--- src/rtl/uart_word_sequencer_pkg.sv ---
// Shared definitions for the UART word sequencer: FSM state codes, status-byte
// layout and the bytes-per-word derivation.
package uart_word_sequencer_pkg;

    localparam logic [2:0] ST_IDLE       = 3'd0;
    localparam logic [2:0] ST_RX_COLLECT = 3'd1;
    localparam logic [2:0] ST_LAUNCH     = 3'd2;
    localparam logic [2:0] ST_WAIT_DP    = 3'd3;
    localparam logic [2:0] ST_TX_SEND    = 3'd4;

    // Status byte returned after the result bytes: {6'b0, timeout, err}.
    localparam int STATUS_ERR_BIT     = 0;
    localparam int STATUS_TIMEOUT_BIT = 1;

    function automatic int bytes_per_word(input int width);
        return (width + 7) / 8;
    endfunction

endpackage

--- src/rtl/uart_word_sequencer_timeout.sv ---
// Saturating timeout counter: counts enabled cycles since the last clear and
// raises hit once LIMIT is reached; it holds there instead of wrapping.
module sat_timeout_counter #(
    parameter int LIMIT = 16
) (
    input  logic clk,
    input  logic rst,
    input  logic clear,
    input  logic enable,
    output logic hit
);

    localparam int            W   = $clog2(LIMIT + 1);
    localparam logic [W-1:0]  MAX = W'(LIMIT);

    logic [W-1:0] count;

    // NOTE: sequential state uses non-blocking assignments so every flop
    // samples pre-edge values regardless of block evaluation order.
    always_ff @(posedge clk) begin
        if (rst || clear) begin
            count <= '0;
        end else if (enable && (count != MAX)) begin
            count <= count + W'(1);
        end
    end

    assign hit = (count == MAX);

endmodule

--- src/rtl/uart_word_sequencer.sv ---
// Sequences UART bytes into a K-bit word for the ECC datapath and streams the
// decoded word plus a status byte back to the UART transmitter.
module uart_word_sequencer
    import uart_word_sequencer_pkg::*;
#(
    parameter int K       = 17,
    parameter int GAP_CYC = 200000,
    parameter int DP_CYC  = 4096
) (
    input  logic         clk,
    input  logic         rst,
    input  logic         rx_valid,
    input  logic [7:0]   rx_data,
    input  logic         tx_ready,
    output logic         tx_valid,
    output logic [7:0]   tx_data,
    output logic         dp_start,
    output logic [K-1:0] dp_data,
    input  logic         dp_done,
    input  logic [K-1:0] dp_result,
    input  logic         dp_err,
    output logic         busy
);

    localparam int NB    = bytes_per_word(K);
    localparam int PW    = NB * 8;
    localparam int IDX_W = $clog2(NB + 1);
    localparam logic [IDX_W-1:0] LAST_IDX   = IDX_W'(NB - 1);
    localparam logic [IDX_W-1:0] STATUS_IDX = IDX_W'(NB);

    logic [2:0]       state;
    logic [IDX_W-1:0] idx;        // RX byte index while collecting, TX byte index while sending
    logic [K-1:0]     result;
    logic             err_q;
    logic             timeout_q;
    logic             gap_hit;
    logic             dp_hit;
    logic [PW-1:0]    word_pad;
    logic [PW-1:0]    result_pad;
    logic [K-1:0]     word_next;
    logic [7:0]       status_byte;

    // NOTE: every always_comb output gets a default first so no path can infer a latch.
    always_comb begin
        word_pad = (state == ST_IDLE) ? '0 : PW'(dp_data);
        word_pad[((state == ST_IDLE) ? 0 : int'(idx)) * 8 +: 8] = rx_data;
        word_next  = word_pad[K-1:0];
        result_pad = PW'(result);
        status_byte = '0;
        status_byte[STATUS_ERR_BIT]     = err_q;
        status_byte[STATUS_TIMEOUT_BIT] = timeout_q;
    end

    // An arriving byte restarts the gap window; both counters clear whenever
    // their state is not active, so LAUNCH starts the DP window at zero.
    sat_timeout_counter #(.LIMIT(GAP_CYC)) u_gap_counter (
        .clk    (clk),
        .rst    (rst),
        .clear  ((state != ST_RX_COLLECT) || rx_valid),
        .enable (state == ST_RX_COLLECT),
        .hit    (gap_hit)
    );

    sat_timeout_counter #(.LIMIT(DP_CYC)) u_dp_counter (
        .clk    (clk),
        .rst    (rst),
        .clear  (state != ST_WAIT_DP),
        .enable (state == ST_WAIT_DP),
        .hit    (dp_hit)
    );

    always_ff @(posedge clk) begin
        if (rst) begin
            state     <= ST_IDLE;
            idx       <= '0;
            dp_data   <= '0;
            dp_start  <= 1'b0;
            tx_valid  <= 1'b0;
            tx_data   <= '0;
            result    <= '0;
            err_q     <= 1'b0;
            timeout_q <= 1'b0;
        end else begin
            dp_start <= 1'b0;
            tx_valid <= 1'b0;
            case (state)
                ST_IDLE: begin
                    if (rx_valid) begin
                        dp_data <= word_next;
                        idx     <= (NB == 1) ? '0 : IDX_W'(1);
                        state   <= (NB == 1) ? ST_LAUNCH : ST_RX_COLLECT;
                    end
                end
                ST_RX_COLLECT: begin
                    // A byte landing on the gap-expiry cycle still counts.
                    if (rx_valid) begin
                        dp_data <= word_next;
                        if (idx == LAST_IDX) begin
                            idx   <= '0;
                            state <= ST_LAUNCH;
                        end else begin
                            idx <= idx + IDX_W'(1);
                        end
                    end else if (gap_hit) begin
                        idx   <= '0;
                        state <= ST_IDLE;
                    end
                end
                ST_LAUNCH: begin
                    dp_start <= 1'b1;
                    state    <= ST_WAIT_DP;
                end
                ST_WAIT_DP: begin
                    idx <= '0;
                    if (dp_done) begin
                        result    <= dp_result;
                        err_q     <= dp_err;
                        timeout_q <= 1'b0;
                        state     <= ST_TX_SEND;
                    end else if (dp_hit) begin
                        result    <= '0;
                        err_q     <= 1'b0;
                        timeout_q <= 1'b1;
                        state     <= ST_TX_SEND;
                    end
                end
                ST_TX_SEND: begin
                    // Skipping the cycle after each pulse gives tx_ready time to drop.
                    if (tx_ready && !tx_valid) begin
                        tx_valid <= 1'b1;
                        if (idx == STATUS_IDX) begin
                            tx_data <= status_byte;
                            idx     <= '0;
                            state   <= ST_IDLE;
                        end else begin
                            tx_data <= result_pad[int'(idx) * 8 +: 8];
                            idx     <= idx + IDX_W'(1);
                        end
                    end
                end
                default: state <= ST_IDLE;
            endcase
        end
    end

    assign busy = (state != ST_IDLE);

endmodule

--- config.mk ---
export PLATFORM = sky130hd
export DESIGN_NAME = uart_word_sequencer
export DESIGN_NICKNAME = d
export VERILOG_FILES = /design/src/rtl/uart_word_sequencer_pkg.sv /design/src/rtl/uart_word_sequencer_timeout.sv /design/src/rtl/uart_word_sequencer.sv
export SDC_FILE = /design/constraint.sdc
export NUM_CORES = 1
export LEC_CHECK = 0
export ABC_AREA = 1
export ABC_CLOCK_PERIOD_IN_PS = 4300
export CORE_MARGIN = 5
export CORE_UTILIZATION = 55
export DETAILED_ROUTE_END_ITERATION = 8
export PLACE_DENSITY_LB_ADDON = 0.3
export RECOVER_POWER = 100
export SETUP_SLACK_MARGIN = 0.4
export SLEW_MARGIN = 30
export SYNTH_ARGS = -nofsm -noshare
export SYNTH_HDL_FRONTEND = slang
export SYNTH_HIERARCHICAL = 1
export SYNTH_SLANG_ARGS = --single-unit
--- constraint.sdc ---
create_clock -name clk -period 4.3 [get_ports clk]
set_input_delay 0.86 -clock clk [delete_from_list [all_inputs] [get_ports clk]]
set_output_delay 0.86 -clock clk [all_outputs]
set_load 0.01 [all_outputs]
* Word-level counts from Yosys, hierarchy flattened
Cells that the tools add are included.
Word-level totals: register bits 82, input port bits 31, bits in latches 0, memories 0, ROM bits 0, RAM bits 0
Cells by class: shift-type cells 3, multipliers 0, magnitude comparators 0, $add $sub $neg 4, eq/ne operators 18, reductions and logical operators 18, multiplexer cells 28, bitwise operators 1, div/mod/pow operators 0
Operators with widths (number):
- $mux W17 | 3
- $neg A5 Y33 | 1
- $shift A8 B33 Y24 const A | 1
- $shiftx A8 B33 Y24 | 1
- $bwmux W24 | 1
- $mux W3 | 8
- $shiftx A24 B6 Y8 | 1
- $add A18 B1 Y18 const B | 1
- $eq A18 B18 Y1 const B | 1
- $ne A18 B18 Y1 const B | 1
- $pmux W3 S5 | 1
- $mux W2 | 7
- $add A13 B1 Y13 const B | 1
- $eq A13 B13 Y1 const B | 1
- $ne A13 B13 Y1 const B | 1
- $ne A3 B3 Y1 const B | 3
- $mux W8 | 1
- $pmux W2 S4 | 1
- $eq A3 B2 Y1 const B | 2
- $mux W1 | 6
- $ne A2 B2 Y1 const B | 3
- $reduce_and A2 Y1 | 3
- $reduce_and A6 Y1 | 1
- $eq A2 B2 Y1 const B | 2
- 15 further kinds | 20

* Depth between registers and ports, before layout
depth after elaboration 5, gate-level depth with buffers 12, mapped depth without buffers 12

* Hierarchy
The synthesis kept the hierarchy.
Modules (own cells, without submodules):
- uart_word_sequencer | cells an instance 341, area each 2428.6 um^2, sequential area each 1021.0 um^2, times used 1
- sat_timeout_counter (u_gap_counter) | cells an instance 183, area each 1224.9 um^2, sequential area each 360.3 um^2, times used 1
- sat_timeout_counter (u_dp_counter) | cells an instance 139, area each 900.9 um^2, sequential area each 260.2 um^2, times used 1

* Worst setup path before layout
No wires, ideal clock.
path kind flip-flop to flip-flop, start register state[2], end register dp_data[9], buffers on the path 0, path slack 2365 ps, cell stages (with the launch flop) 11, arrival time 1864 ps, path through dfxtp_1 > nor2_4 > nand2_2 > inv_1 > nor2_1 > inv_1 > ha_1 > or2_2 > inv_1 > nand4_1 > a21oi_1
On the way: cells in the longest elaborated chain, start to end 5, elaborated cells on any way between the ends 10, classes of those cells add/sub (1); eq/ne (1); shift (2); mux (3); reduce/logical (3)
Ends and longest elaborated chain:
- start, declared | line uart_word_sequencer.sv:31 | logic [2:0] state;
- start signal, assigned | line uart_word_sequencer.sv:91 | state <= (NB == 1) ? ST_LAUNCH : ST_RX_COLLECT;
- $logic_not A3 Y1 | line uart_word_sequencer.sv:45, uart_word_sequencer.sv:46, uart_word_sequencer.sv:86
- $mux W2 | line uart_word_sequencer.sv:46 | word_pad[((state == ST_IDLE) ? 0 : int'(idx)) * 8 +: 8] = rx_data;
- $neg A5 Y33 | line uart_word_sequencer.sv:46
- $shiftx A8 B33 Y24 / $shift A8 B33 Y24 (equally long branches) | line uart_word_sequencer.sv:46
- $bwmux W24 | line uart_word_sequencer.sv:46
- end signal, assigned | line uart_word_sequencer.sv:89 | dp_data <= word_next;
- end signal, assigned | line uart_word_sequencer.sv:97 | dp_data <= word_next;
- end, declared | line uart_word_sequencer.sv:18 | output logic [K-1:0] dp_data,
Parallel ways exist; a longest one is shown, timed or not. A chain may end at the register's enable or synchronous reset.

* Worst setup path after layout
start input rst, end register u_gap_counter.count[5]
On the way: cells in the longest elaborated chain, start to end 1
Ends and longest elaborated chain:
- start, declared | line uart_word_sequencer.sv:11 | input logic rst,
- $logic_or A1 B1 Y1 | line uart_word_sequencer_timeout.sv:21 | if (rst || clear) begin
- end signal, assigned | line uart_word_sequencer_timeout.sv:24 | count <= count + W'(1);
- end, declared | line uart_word_sequencer_timeout.sv:16 | logic [W-1:0] count;
Every way passes these cells.

==> run summary <==
Final setup violation count - 0
GPL Wtd Cong - 0.867
Sw Pwr - 742 uW
Post-cts resize count - 0
Worst Path Required - 4530 ps
WS Path Type - input pin to register
Power Total - 1990 uW
Die Wd - 101 um
Top-count cell post-synth - nand2_1
Int Pwr - 1250 uW
CP Cell Sequence - dlygate4sd3_1, clkbuf_1, nor2_1, inv_1, a21oi_1
Chip height - 101 um
Combinational Power Share - 0.292
CP peak stage delay - 1100 ps
Setup TNS - 0 ps
Post-CTS setup buffers - 0
WP data arrival - 3330 ps
HP Class - register to register
Number of enable flip-flop cells after synthesis - 0
Max FO, Critical Path - 35
Cell Area, Synth - 4550 um^2
Tot GR Track Use - 0.213
Area grow syn2layout - 16.3%
CTS Root Cell - clkbuf_8
Worst-case vdd ir drop - 0.307 mV
Worst path slowest cell - clkbuf_1
Vias/cell - 5.24
Initial antenna violation count - 0
Crit start category - input pin
PortBufs - 58
I/O pin count - 59
Grt total ovfl - 0
Post-synth top cells - 180 x nand2_1, 99 x nor2_1, 82 x dfxtp_1, 58 x a21oi_1, 58 x inv_1
Routed wire per std cell - 12.6 um
Final cell count without fillers - 825
Buf/Inv on CP - 3
Placed insts - 809
CP endpoint kind - register
Diode count - 0
Worst Max-Slew Pin Slew - 1520 ps
Initial core utilization - 0.560
Post-synth top area cell - dfxtp_1
Largest net degree at the start of global routing - 36
Row cnt - 33
DRT Wirelength - 10.4 mm
Unrepaired setup endpoints after global routing - false
Power share of the clock group - 0.268
Min Clock Period, post-route - 3100 ps
Slew headroom - -0.0166
Worst skew pair latency - 360 ps
CTS tree - built
Htree depth - 3
Synth warnings - 6
Leak pwr - 0.00213 uW
Clk buf depth - 2
CTS Hold Buffers Added - 0
Final period utilization - 0.721
PD cells - 375 nW/um^2
Worst R2R Setup Slack - 2160 ps
Synth cell types - 41
Mapped Avg Cell Area - 6.87 um^2
Final ANT Viol Nets - 0
Synthesized flop and latch total - 82
DRT iter0 DRCs - 219
Vias in the first global route - 4248
F_max - 323 MHz
CP top delay family - buffers and inverters
Final nets - 758
Clk slew on worst S/H paths - 90 ps
Drt pass-1 iters - 5
Core area - 8130 um^2
DRC viols - 0
Total number of vias - 4323
Fin. max-slew vios - 36
Die ar. - 10200 um^2
Seq/Total Area, Yosys - 0.360
Main flop type after synthesis - dfxtp_1
Flop pwr share - 0.440
Hold Violations, Final - 0
TritonCTS buffer count - 9
Detail Placement HPWL - 7.65 mm
Fraction of layout cells with a size suffix above 1 - 0.0889
Top cells by area, synth - dfxtp_1 36%, nand2_1 15%, nor2_1 8.2%
Post-Syn Instances - 663
Clk sinks - 82
Final Skew - 11.9 ps
Fillers - 733
Failing checks - capacitance limit, slew limit
Sw Ratio - 0.373
Run status - complete, but fails checks
Max Cap Viol - 1
Ys async rst share - 0
Post-synth top area share - 0.360
Global-route wire length before repair - 18.0 mm
Post-synthesis net count - 706
[cell families (layout without fill, tap and decap cells)]
family | Yosys count | after routing | synth area share
compound gates | 99 | 99 | 0.122
xor+xnor | 15 | 15 | 0.0288
fa+ha+maj | 12 | 12 | 0.0330
buf+inv | 87 | 144 | 0.0868
flops | 82 | 82 | 0.360
simple gates | 368 | 368 | 0.369
[state kept, by name, summed over array words and instances, names as in the netlist]
register	cells
tx_data	8
idx	2
u_gap_counter/count	18
state	3
result	17
timeout_q	1
u_dp_counter/count	13
dp_start	1
dp_data	17
err_q	1
tx_valid	1
[power by group through the flow]
stage,clock (uW),sequential [uW],combinational (uW)
floorplan,0,887,428
global placement,0,890,576
detailed placement,0,895,596
CTS,541,877,600
global route,567,887,654
finish,533,875,580
[stage by stage]
| step | hold WS, ps | util | area [um^2] | setup WS [ps] |
|---|---|---|---|---|
| 2_1_floorplan | 433 | - | 4550 | 2370 |
| 3_5_place_dp | 459 | 0.633 | 5140 | 1740 |
| 3_3_place_gp | 455 | 0.633 | 5140 | 1800 |
| 5_1_grt | 496 | 0.651 | 5300 | 967 |
| 6_report | 468 | 0.651 | 5300 | 1200 |
| 4_1_cts | 474 | 0.655 | 5330 | 1710 |
[placed cells by master (no fill, tap or decap), drive strengths merged]
cell	n
nor2	116
or2	1
nand4	13
nor3	4
xor2	12
clkdlybuf4s50	29
buf	1
clkbuf	10
a211oi	1
o211ai	1
nand3	35
dlygate4sd3	29
dfxtp	82
nor3b	1
clkinvlp	3
inv	70
nand3b	4
a21oi	68
clkinv	2
and2	2
xnor2	3
and3	1
o21ai	29
nand2	191
ha	12
[tightest hold or removal path: stages, from the launching register on]
cell,delay (ps)
dfxtp_1,320
nand2_1,60
a21oi_1,50
[layout make-up]
type	count	area, um^2	share of cell area
Clock inverter	7	60.1	0.0113
Tap cell	105	131	0.0248
Timing Repair Buffer	60	592	0.112
Multi-Input combinational cell	494	2490	0.470
Clock buffer	9	124	0.0234
Inverter	68	259	0.0489
Sequential cell	82	1640	0.310
[path summary, 6_finish.rpt]
check,start,endpoint,cells after the start
worst max-delay path,rst,u_gap_counter/count[5],5
worst min-delay path,dp_data[1],dp_data[1],2
worst max register to register,state[2],dp_data[13],10
worst min register to register,dp_data[1],dp_data[1],2
[metal layers]
layer / share of wire / track usage / up-vias
met1: 0.44 / 0.255 / 1987
met3: 0.058 / 0.0318 / 16
met4: 0.015 / 0.0767 / 0
met5: 0 / 0 / -
li1: - / - / 2201
met2: 0.49 / 0.385 / 119
Power figures use the tool's default switching activity.
